`src/rtl/cmd_tag_arbiter.sv`:
```
// rtl/cmd_tag_arbiter.sv - round-robin command arbiter with tag allocation and response owner lookup
//
// Shares one AFU command port among NUM_REQ compute-unit requesters. Each
// granted command is stamped with the lowest free tag (1..TAG_COUNT-1, tag 0
// is INVALID_TAG). Responses return tags to the pool and report the owning CU.
//
// Ports:
//   clock, rstn               clock (rising edge), asynchronous active-low reset
//   req_valid/req_ready       per-requester handshake, req_ready is a one-hot grant
//   req_addr/size/cu_id       flattened per-requester command fields
//   cmd_valid/cmd_ready       registered command output handshake
//   cmd_tag/addr/size/cu_id   issued command fields
//   rsp_valid/rsp_tag         returned tag
//   rsp_cu_valid/rsp_cu_id    owner of the returned tag, one cycle after rsp_valid
//   tags_outstanding          number of allocated tags
//   tag_error                 sticky: a free tag or tag 0 was returned

module cmd_tag_arbiter #(
    parameter int NUM_REQ     = 16,
    parameter int TAG_COUNT   = 256,
    parameter int TAG_W       = $clog2(TAG_COUNT),
    parameter int CU_ID_RANGE = 8,
    parameter int ADDR_W      = 64,
    parameter int SIZE_W      = 12
) (
    input  logic                           clock,
    input  logic                           rstn,

    input  logic [NUM_REQ-1:0]             req_valid,
    output logic [NUM_REQ-1:0]             req_ready,
    input  logic [NUM_REQ*ADDR_W-1:0]      req_addr,
    input  logic [NUM_REQ*SIZE_W-1:0]      req_size,
    input  logic [NUM_REQ*CU_ID_RANGE-1:0] req_cu_id,

    output logic                           cmd_valid,
    input  logic                           cmd_ready,
    output logic [TAG_W-1:0]               cmd_tag,
    output logic [ADDR_W-1:0]              cmd_addr,
    output logic [SIZE_W-1:0]              cmd_size,
    output logic [CU_ID_RANGE-1:0]         cmd_cu_id,

    input  logic                           rsp_valid,
    input  logic [TAG_W-1:0]               rsp_tag,
    output logic                           rsp_cu_valid,
    output logic [CU_ID_RANGE-1:0]         rsp_cu_id,

    output logic [TAG_W:0]                 tags_outstanding,
    output logic                           tag_error
);

    localparam int RR_W = (NUM_REQ > 1) ? $clog2(NUM_REQ) : 1;

    // Tag 0 is never free so it can never be handed out.
    localparam logic [TAG_COUNT-1:0] FREE_INIT = {{(TAG_COUNT-1){1'b1}}, 1'b0};

    // ------------------------------------------------------------------
    // State
    // ------------------------------------------------------------------
    logic                   cmd_valid_q, cmd_valid_d;
    logic [TAG_W-1:0]       cmd_tag_q, cmd_tag_d;
    logic [ADDR_W-1:0]      cmd_addr_q, cmd_addr_d;
    logic [SIZE_W-1:0]      cmd_size_q, cmd_size_d;
    logic [CU_ID_RANGE-1:0] cmd_cu_id_q, cmd_cu_id_d;

    logic [TAG_COUNT-1:0]   free_q, free_d;
    logic [TAG_W:0]         outstanding_q, outstanding_d;
    logic [RR_W-1:0]        rr_ptr_q, rr_ptr_d;

    logic                   rsp_cu_valid_q, rsp_cu_valid_d;
    logic [CU_ID_RANGE-1:0] rsp_cu_id_q, rsp_cu_id_d;
    logic                   tag_error_q, tag_error_d;

    // Owner table needs no reset: an entry is only read for allocated tags.
    logic [CU_ID_RANGE-1:0] owner_mem [TAG_COUNT];

    // ------------------------------------------------------------------
    // Round-robin search
    // ------------------------------------------------------------------
    function automatic logic [RR_W-1:0] wrap_idx(input logic [RR_W-1:0] base, input int ofs);
        int s;
        s = int'(base) + ofs;
        if (s >= NUM_REQ) begin
            s = s - NUM_REQ;
        end
        return RR_W'(s);
    endfunction

    logic            found_req;
    logic [RR_W-1:0] win_idx;

    // Iterating downward leaves the nearest requester at/after rr_ptr as winner.
    always_comb begin
        found_req = 1'b0;
        win_idx   = '0;
        for (int i = NUM_REQ - 1; i >= 0; i--) begin
            if (req_valid[wrap_idx(rr_ptr_q, i)]) begin
                found_req = 1'b1;
                win_idx   = wrap_idx(rr_ptr_q, i);
            end
        end
    end

    // ------------------------------------------------------------------
    // Lowest free tag; the pool is read as registered, so a tag freed this
    // cycle is not reallocated until the following cycle.
    // ------------------------------------------------------------------
    logic             found_free;
    logic [TAG_W-1:0] alloc_tag;

    always_comb begin
        found_free = 1'b0;
        alloc_tag  = '0;
        for (int t = TAG_COUNT - 1; t >= 1; t--) begin
            if (free_q[t]) begin
                found_free = 1'b1;
                alloc_tag  = TAG_W'(t);
            end
        end
    end

    // ------------------------------------------------------------------
    // Grant
    // ------------------------------------------------------------------
    logic                   can_issue;
    logic                   grant;
    logic [CU_ID_RANGE-1:0] win_cu_id;
    logic                   rsp_tag_ok;

    assign can_issue  = !cmd_valid_q || cmd_ready;
    // Gating with rstn keeps requesters from being consumed while held in reset.
    assign grant      = rstn && can_issue && found_free && found_req;
    assign win_cu_id  = req_cu_id[win_idx*CU_ID_RANGE +: CU_ID_RANGE];
    assign rsp_tag_ok = rsp_valid && (rsp_tag != '0) && !free_q[rsp_tag];

    always_comb begin
        req_ready = '0;
        if (grant) begin
            req_ready[win_idx] = 1'b1;
        end
    end

    // ------------------------------------------------------------------
    // Next state
    // ------------------------------------------------------------------
    always_comb begin
        cmd_valid_d    = cmd_valid_q;
        cmd_tag_d      = cmd_tag_q;
        cmd_addr_d     = cmd_addr_q;
        cmd_size_d     = cmd_size_q;
        cmd_cu_id_d    = cmd_cu_id_q;
        free_d         = free_q;
        outstanding_d  = outstanding_q;
        rr_ptr_d       = rr_ptr_q;
        rsp_cu_valid_d = rsp_valid;
        rsp_cu_id_d    = rsp_cu_id_q;
        tag_error_d    = tag_error_q;

        if (grant) begin
            cmd_valid_d = 1'b1;
            cmd_tag_d   = alloc_tag;
            cmd_addr_d  = req_addr[win_idx*ADDR_W +: ADDR_W];
            cmd_size_d  = req_size[win_idx*SIZE_W +: SIZE_W];
            cmd_cu_id_d = win_cu_id;
            free_d[alloc_tag] = 1'b0;
            rr_ptr_d    = (win_idx == RR_W'(NUM_REQ - 1)) ? '0 : win_idx + 1'b1;
        end else if (cmd_valid_q && cmd_ready) begin
            cmd_valid_d = 1'b0;
        end

        if (rsp_valid) begin
            if (rsp_tag_ok) begin
                free_d[rsp_tag] = 1'b1;
                rsp_cu_id_d     = owner_mem[rsp_tag];
            end else begin
                rsp_cu_id_d = '0;
                tag_error_d = 1'b1;
            end
        end

        // The grant tag is always distinct from rsp_tag (one is free, one is not).
        case ({grant, rsp_tag_ok})
            2'b10:   outstanding_d = outstanding_q + 1'b1;
            2'b01:   outstanding_d = outstanding_q - 1'b1;
            default: outstanding_d = outstanding_q;
        endcase
    end

    // ------------------------------------------------------------------
    // Registers
    // ------------------------------------------------------------------
    always_ff @(posedge clock or negedge rstn) begin
        if (!rstn) begin
            cmd_valid_q    <= 1'b0;
            cmd_tag_q      <= '0;
            cmd_addr_q     <= '0;
            cmd_size_q     <= '0;
            cmd_cu_id_q    <= '0;
            free_q         <= FREE_INIT;
            outstanding_q  <= '0;
            rr_ptr_q       <= '0;
            rsp_cu_valid_q <= 1'b0;
            rsp_cu_id_q    <= '0;
            tag_error_q    <= 1'b0;
        end else begin
            cmd_valid_q    <= cmd_valid_d;
            cmd_tag_q      <= cmd_tag_d;
            cmd_addr_q     <= cmd_addr_d;
            cmd_size_q     <= cmd_size_d;
            cmd_cu_id_q    <= cmd_cu_id_d;
            free_q         <= free_d;
            outstanding_q  <= outstanding_d;
            rr_ptr_q       <= rr_ptr_d;
            rsp_cu_valid_q <= rsp_cu_valid_d;
            rsp_cu_id_q    <= rsp_cu_id_d;
            tag_error_q    <= tag_error_d;
        end
    end

    always_ff @(posedge clock) begin
        if (grant) begin
            owner_mem[alloc_tag] <= win_cu_id;
        end
    end

    assign cmd_valid        = cmd_valid_q;
    assign cmd_tag          = cmd_tag_q;
    assign cmd_addr         = cmd_addr_q;
    assign cmd_size         = cmd_size_q;
    assign cmd_cu_id        = cmd_cu_id_q;
    assign rsp_cu_valid     = rsp_cu_valid_q;
    assign rsp_cu_id        = rsp_cu_id_q;
    assign tags_outstanding = outstanding_q;
    assign tag_error        = tag_error_q;

endmodule

```
`config.mk`:
```
export PLATFORM = sky130hd
export DESIGN_NAME = cmd_tag_arbiter
export DESIGN_NICKNAME = d
export VERILOG_FILES = /design/src/rtl/cmd_tag_arbiter.sv
export SDC_FILE = /design/constraint.sdc
export NUM_CORES = 2
export LEC_CHECK = 0
export CAP_MARGIN = 20
export CELL_PAD_IN_SITES_DETAIL_PLACEMENT = 1
export CELL_PAD_IN_SITES_GLOBAL_PLACEMENT = 2
export CORE_AREA = 2 2 577 579
export DETAILED_ROUTE_END_ITERATION = 12
export DIE_AREA = 0 0 579 581
export PLACE_DENSITY = 0.76
export SLEW_MARGIN = 10
export SYNTH_ARGS = -nofsm -noshare
export SYNTH_HDL_FRONTEND = slang
export SYNTH_SLANG_ARGS = --single-unit
```
`constraint.sdc`:
```
create_clock -name clock -period 13.05 [get_ports clock]
set_clock_uncertainty 0.15 [all_clocks]
set_input_delay 1.9575 -clock clock [delete_from_list [all_inputs] [get_ports clock]]
set_output_delay 1.9575 -clock clock [all_outputs]
set_load 0.1 [all_outputs]
```
Yosys cells after proc, flatten, opt, wreduce, memory -nomap -nowiden
Memories as Yosys holds them, arrays and structs flattened.
Cells that the tools add are included.
- flip-flop bits (word level): 372
- bits in writable memories: 2048
- bits of input ports: 1372
- output and inout port bits: 128
- memories kept: 1
- add/sub/neg operators: 34
- multiply operators: 1
- magnitude comparators: 38
- equal/unequal tests: 3
- shifts and indexed selects: 3
- muxes and demuxes: 609
- bitwise gates (word level): 4
- reduce and logical (&&, ||, !) cells: 16
- memories (name ; words ; width ; read ports ; clocked after Yosys merged registers in ; wr ports ; RTL line ; RTL):
    owner_mem ; 256 ; 8 ; 1 ; 0 ; 1 ; 74 ; logic [CU_ID_RANGE-1:0] owner_mem [TAG_COUNT];
- operator list (cell ; number):
    $mux 8 ; 256
    $shiftx 1024x11->64 ; 1
    $mux 256 ; 3
    $mux 1 ; 295
    $and 256x256->256 ; 1
    $not 256->256 ; 1
    $or 256x256->256 ; 1
    $shiftx 192x9->12 ; 1
    $mux 4 ; 33
    $shiftx 128x8->8 ; 1
    $lt 4x5->1 const B ; 17
    $ge 5x5->1 const B ; 15
    $bmux 1 s4 ; 16
    $sub 4x1->4 const B ; 16
    $add 4x4->5 const B ; 8
    $add 4x3->5 const B ; 4
    $lt 8x9->1 const B ; 2
    $pmux 9 s2 ; 1
    $demux 1 s8 ; 2
    $ge 8x1->1 const B ; 2
    $mux 16 ; 1
    $add 4x2->5 const B ; 2
    $add 9x1->9 const B ; 1
    $logic_and 1x1->1 ; 9
    other kinds (17) ; 19

Depth between registers and ports, before layout
- depth after elaboration: 265
- depth in mapped cells: 28
- mapped depth without buffers: 22

Worst setup path before layout
Ideal clock, no wire load.
- path type: reg-to-reg
- start: register rr_ptr_q[1]
- end: memory owner_mem[0][0], data pin
- setup time: 0.852 ns
- arrival: 8.143 ns
- slack: 3.905 ns
- cell stages (with the launch flop): 20
- buffers on the path: 6
- clock period less this slack: 9.145 ns
- cell sequence: dfrtp_1 > buf_2 > buf_2 > clkinv_1 > ha_1 > buf_1 > mux4_2 > mux4_2 > a21oi_1 > o21ai_0 > or4_1 > and3_1 > buf_6 > inv_2 > or2_1 > buf_4 > buf_6 > a211oi_1 > o41ai_1 > o21a_1
- word-level cells in the longest chain between the ends: 22
- elaborated cells on any way between the ends: 112
- classes of those cells: add/sub: 31; order compare: 16; shift: 1; mux: 64
- RTL lines (item ; RTL line ; RTL):
    start, declared ; 67 ; logic [RR_W-1:0] rr_ptr_q, rr_ptr_d;
    start signal, assigned ; 212 ; rr_ptr_q <= rr_ptr_d;
    $add 4x4->5 ; 81 ; s = int'(base) + ofs;
    $sub 4x1->4 or $ge 5x5->1 (tied branches) ; 83, 82 ;
    $mux 4 ; 82 ; if (s >= NUM_REQ) begin
    $bmux 1 s4 ; 96 ; if (req_valid[wrap_idx(rr_ptr_q, i)]) begin
    $mux 1 (implied by the code) ; 96 ;
    $mux 4 (15 in series) ; 96 ;
    $mux 4 * ; 96 ;
    $shiftx 128x8->8 * ; 132 ; assign win_cu_id = req_cu_id[win_idx*CU_ID_RANGE +: CU_ID_RANGE];
    named net win_cu_id[0] ; 126 ; logic [CU_ID_RANGE-1:0] win_cu_id;
    end, declared ; 74 ;
The timed path passes the listed nets; every way through them passes the cells marked *. The select of a mux whose other input is x is not followed.

Worst setup path in the final report
- start: register rr_ptr_q[1]
- end: output req_ready[7]
- word-level cells in the longest chain between the ends: 26
- elaborated cells on any way between the ends: 134
- classes of those cells: add/sub: 31; order compare: 18; mux: 83; reduce/logical: 2
- RTL lines (item ; RTL line ; RTL):
    $add 4x4->5 ; 81 ;
    $sub 4x1->4 or $ge 5x5->1 (tied branches) ; 83, 82 ;
    $mux 4 ; 82 ;
    $bmux 1 s4 ; 96 ;
    $mux 1 (implied by the code) ; 96 ;
    $mux 4 (16 in series) ; 96 ;
    $lt 4x5->1 (implied by the code) or $ge 4x1->1 (tied branches) ; 138 ; req_ready[win_idx] = 1'b1;
    $logic_and 1x1->1 (implied by the code) ; 138 ;
    $mux 1 (implied by the code) ; 138 ;
    $demux 1 s4 ; 138 ;
    $mux 16 * ; 137 ; if (grant) begin
    end, declared ; 30 ; output logic [NUM_REQ-1:0] req_ready,
Mark *: on every way between the ends. The rest lies on a longest branch, timed or not. The select of a mux whose other input is x is not followed.

==> results by group <==
Clocking
  • # resized after CTS: 0
  • CTS tree: yes
  • Root buffer cell: clkbuf_16
  • Clk_lat worst skew: approximately 0.94 ns
  • H-tree lvl count: 5
  • Post-CTS Setup Bufs: 0
  • Reg clk slew, reported paths: approximately 0.060 ns
  • Clock sink count: 2419
  • Maximum clock insertion buffer count: 4
  • Hold_buf cts: 0
  • TritonCTS Buffers: ~270

STA
  • Final setup TNS: 0 ns
  • Max Clock Freq: slightly below 100 MHz
  • Minimum clock period: between 10 and 15 ns
  • Final setup fails: 0
  • Unrepaired setup endpoints after global routing: false
  • Slew Limit Fails: 0
  • Fin. Hold Viols: 0
  • Slew HR: 0.127
  • Final period utilization: 0.789
  • Tightest Pin Transition: ~1.3 ns

Logic synthesis
  • Seq/Total Area, Yosys: 0.625
  • Synth Area in Simple Gates: 0.0823
  • Main combinational cell family by area after synthesis: multiplexers
  • Top FF cell, synth: edfxtp_1
  • Post-synthesis adder-cell area fraction: 0.00165
  • Flops & latches, synth: 2419
  • Syn_area_per_cell: 14.5 um^2
  • Cells after synthesis: a little under 8k
  • Syn. warnings: 0
  • Post-synthesis compound-gate area fraction: 0.104
  • Ys async rst share: 0.153
  • Number of synthesized flops with an enable pin: roughly 2k
  • Post-synthesis mux area share: 0.156
  • Cell Area, Synth: ~110000 um^2
  • Post-synthesis xor/xnor area fraction: 0.00198
  • Distinct cells, synth: 85

Detailed routing
  • Vias: about 90k
  • 1st-iter DRT viols: about 12k
  • Drt drc: 0
  • Routed length per placed instance: 48.0 um
  • Avg Vias per Cell: about 6.3
  • Number of iterations in the first detailed-routing pass: 6
  • Antenna-violating nets left: 1
  • Final WL: slightly below 700000 um

Floorplanning
  • Row count: 211
  • Die Ht: 581 um
  • Initial Utilization: 0.345
  • Area of the die: approximately 340000 um^2
  • I/O pin total: 1500
  • Core area: around 330000 um^2
  • Die Width: 579 um

Place
  • Input/output buffers: between 1k and 1.5k
  • RD Place Congestion: 1.03
  • Total placed instance area: between 100000 and 150000 um^2
  • Dpl hpwl: around 530000 um

Layout
  • Filler cell count in the final layout: 33.1k
  • Final #Nets: around 11k
  • Design area: roughly 140000 um^2
  • Layout cells sized above 1: 0.191
  • Area growth syn-to-layout: 26.6%

Worst setup path
  • Buf/Inv on CP: 5
  • Crit-path cells: buf_4 -> clkinv_1 -> ha_1 -> mux4_2 -> mux4_2 -> a221oi_1 -> a21oi_1 -> a211o_1 -> nand4_1 -> buf_4 -> nand2_8 -> inv_8 -> ha_1 -> nand2_1 -> nor2_1 -> clkdlybuf4s50_1
  • Family with the most delay on the worst path: buffers and inverters
  • Critical path class: flip-flop to output pin
  • Worst Path Arrival: around 8 ns
  • Crit path launch type: flip-flop
  • Worst path required time: around 11 ns
  • Max incr delay on CP: roughly 1.2 ns
  • Crit-path slowest cell: clkdlybuf4s50_1
  • Crit path max fanout: 31
  • Worst setup EP type: output pin

Run
  • Maximum Capacitance Violations: 0

Run status
  • Status: finished with violations
  • Failing checks: antenna rules

Global route
  • Gr ovfl total: 0
  • Initial antenna violation count: 344
  • Overall routing resource usage: 0.394
  • Vias in the first global route: 87.3k
  • First-pass GRT wire length: around 870000 um
  • Largest net degree at the start of global routing: 180

Worst hold path
  • HP Class: flip-flop to flip-flop
-- area by class of cell --
class / instances / area, um^2 / area share
Sequential cell: 2419 / 71100 / 0.493
Multi-Input combinational cell: 4600 / 39800 / 0.276
Timing Repair Buffer: 1753 / 17200 / 0.119
Clock buffer: 327 / 7210 / 0.0500
Tap cell: 4366 / 5460 / 0.0379
Clock inverter: 164 / 1810 / 0.0125
Inverter: 231 / 890 / 0.00617
Antenna cell: 271 / 678 / 0.00471
-- cells in the mapped netlist, types with 109 or more instances --
library cell / number / share of area
mux4_2: 764 / 0.15
dfstp_2: 255 / 0.059
a21oi_1: 764 / 0.034
o21ai_0: 109 / 0.0048
nor2_1: 324 / 0.011
buf_2: 161 / 0.0071
a22oi_1: 164 / 0.011
nand2_1: 630 / 0.021
a211oi_1: 239 / 0.016
inv_1: 224 / 0.0074
a22o_1: 168 / 0.013
nand3_1: 177 / 0.0078
dfrtp_1: 116 / 0.026
and3_1: 223 / 0.012
edfxtp_1: 2048 / 0.54
clkbuf_1: 371 / 0.012
-- final timing paths --
kind / depth (start not counted) / start / endpoint / slack (ns)
max: 16 / rr_ptr_q[1] / req_ready[7] / 2.75
min in group asynchronous: 1 / rstn / tags_outstanding[7] / 0.76
min: 1 / tags_outstanding[8] / tags_outstanding[8] / 0.33
max reg2reg: 18 / rr_ptr_q[1] / owner_mem[128][0] / 3.56
min reg2reg: 1 / tags_outstanding[8] / tags_outstanding[8] / 0.33
max in group asynchronous: 5 / rstn / cmd_cu_id[7] / 8.30
-- cell families (layout without fill, tap and decap cells) --
group                      count (synthesis)  in the layout
other                                      1            279
buffers and inverters                    838           2475
adders and majority gates                 15             15
AOI/OAI and AO/OA                       1837           1837
muxes                                    812            812
xor gates and xnor gates                  24             24
and+or+nand+nor                         1904           1904
DFF                                     2419           2419
-- metal layers --
layer  track usage  wire length (um)  up-vias
met5             0               954        -
met1         0.493            247000    47200
met2         0.599            304000     6167
li1              -                 -    34700
met3         0.108             71400     1353
met4         0.263             54100       82
-- flip-flops by register name, summed over array words and instances, names as in the netlist --
signal	count
owner_mem	2048
free_q	255
cmd_addr	64
cmd_size	12
tags_outstanding	9
cmd_cu_id	8
cmd_tag	8
rsp_cu_id	8
rr_ptr_q	4
cmd_valid	1
rsp_cu_valid	1
tag_error	1
-- worst register-to-register path, stage by stage, from the launching register on --
cell	delay, ns
dfrtp_1	0.32
buf_4	0.39
clkinv_1	0.56
ha_1	1.08
mux4_2	0.46
mux2i_1	0.41
mux2i_1	0.30
or4_1	0.65
a21oi_1	0.24
or4_1	0.20
and3_1	0.23
buf_4	0.34
inv_2	0.18
nand2b_4	0.40
buf_4	0.63
a211oi_1	0.13
o41ai_1	0.75
o21a_4	0.84
buf_12	0.64
-- layout by cell type, fill, tap and decap left out, types with 78 or more instances in the layout --
master and instances:
edfxtp_1 2048, a22o_1 168, dfrtp_1 116, o21ai_0 107, buf_4 244, nor2b_1 80
a22oi_1 164, nand4_1 106, a21oi_1 754, nor2_1 324, diode_2 271, a31oi_1 107
nand3b_1 78, mux4_2 764, and3_1 223, nor4_1 100, inv_1 223, a211oi_1 235
dfstp_2 255, clkbuf_16 279, clkdlybuf4s50_1 1471, nand3_1 177, nor3_1 85, nand2_1 628
-- metrics by stage --
step | hold WS, ns | util | std cells | setup slack, ns
floorplan | 0.325 | - | 7857 | 3.91
finish | 0.326 | 0.437 | 14100 | 2.75
detailed placement | 0.315 | 0.407 | 13400 | 3.47
CTS | 0.327 | 0.435 | 13900 | 2.66
global placement | 0.320 | 0.407 | 13400 | 3.49
global route | 0.345 | 0.436 | 14000 | 2.38
Power is left out: the tool's default activity adds up to more than one toggle a clock period on the data nets, which glitch-free logic cannot reach.
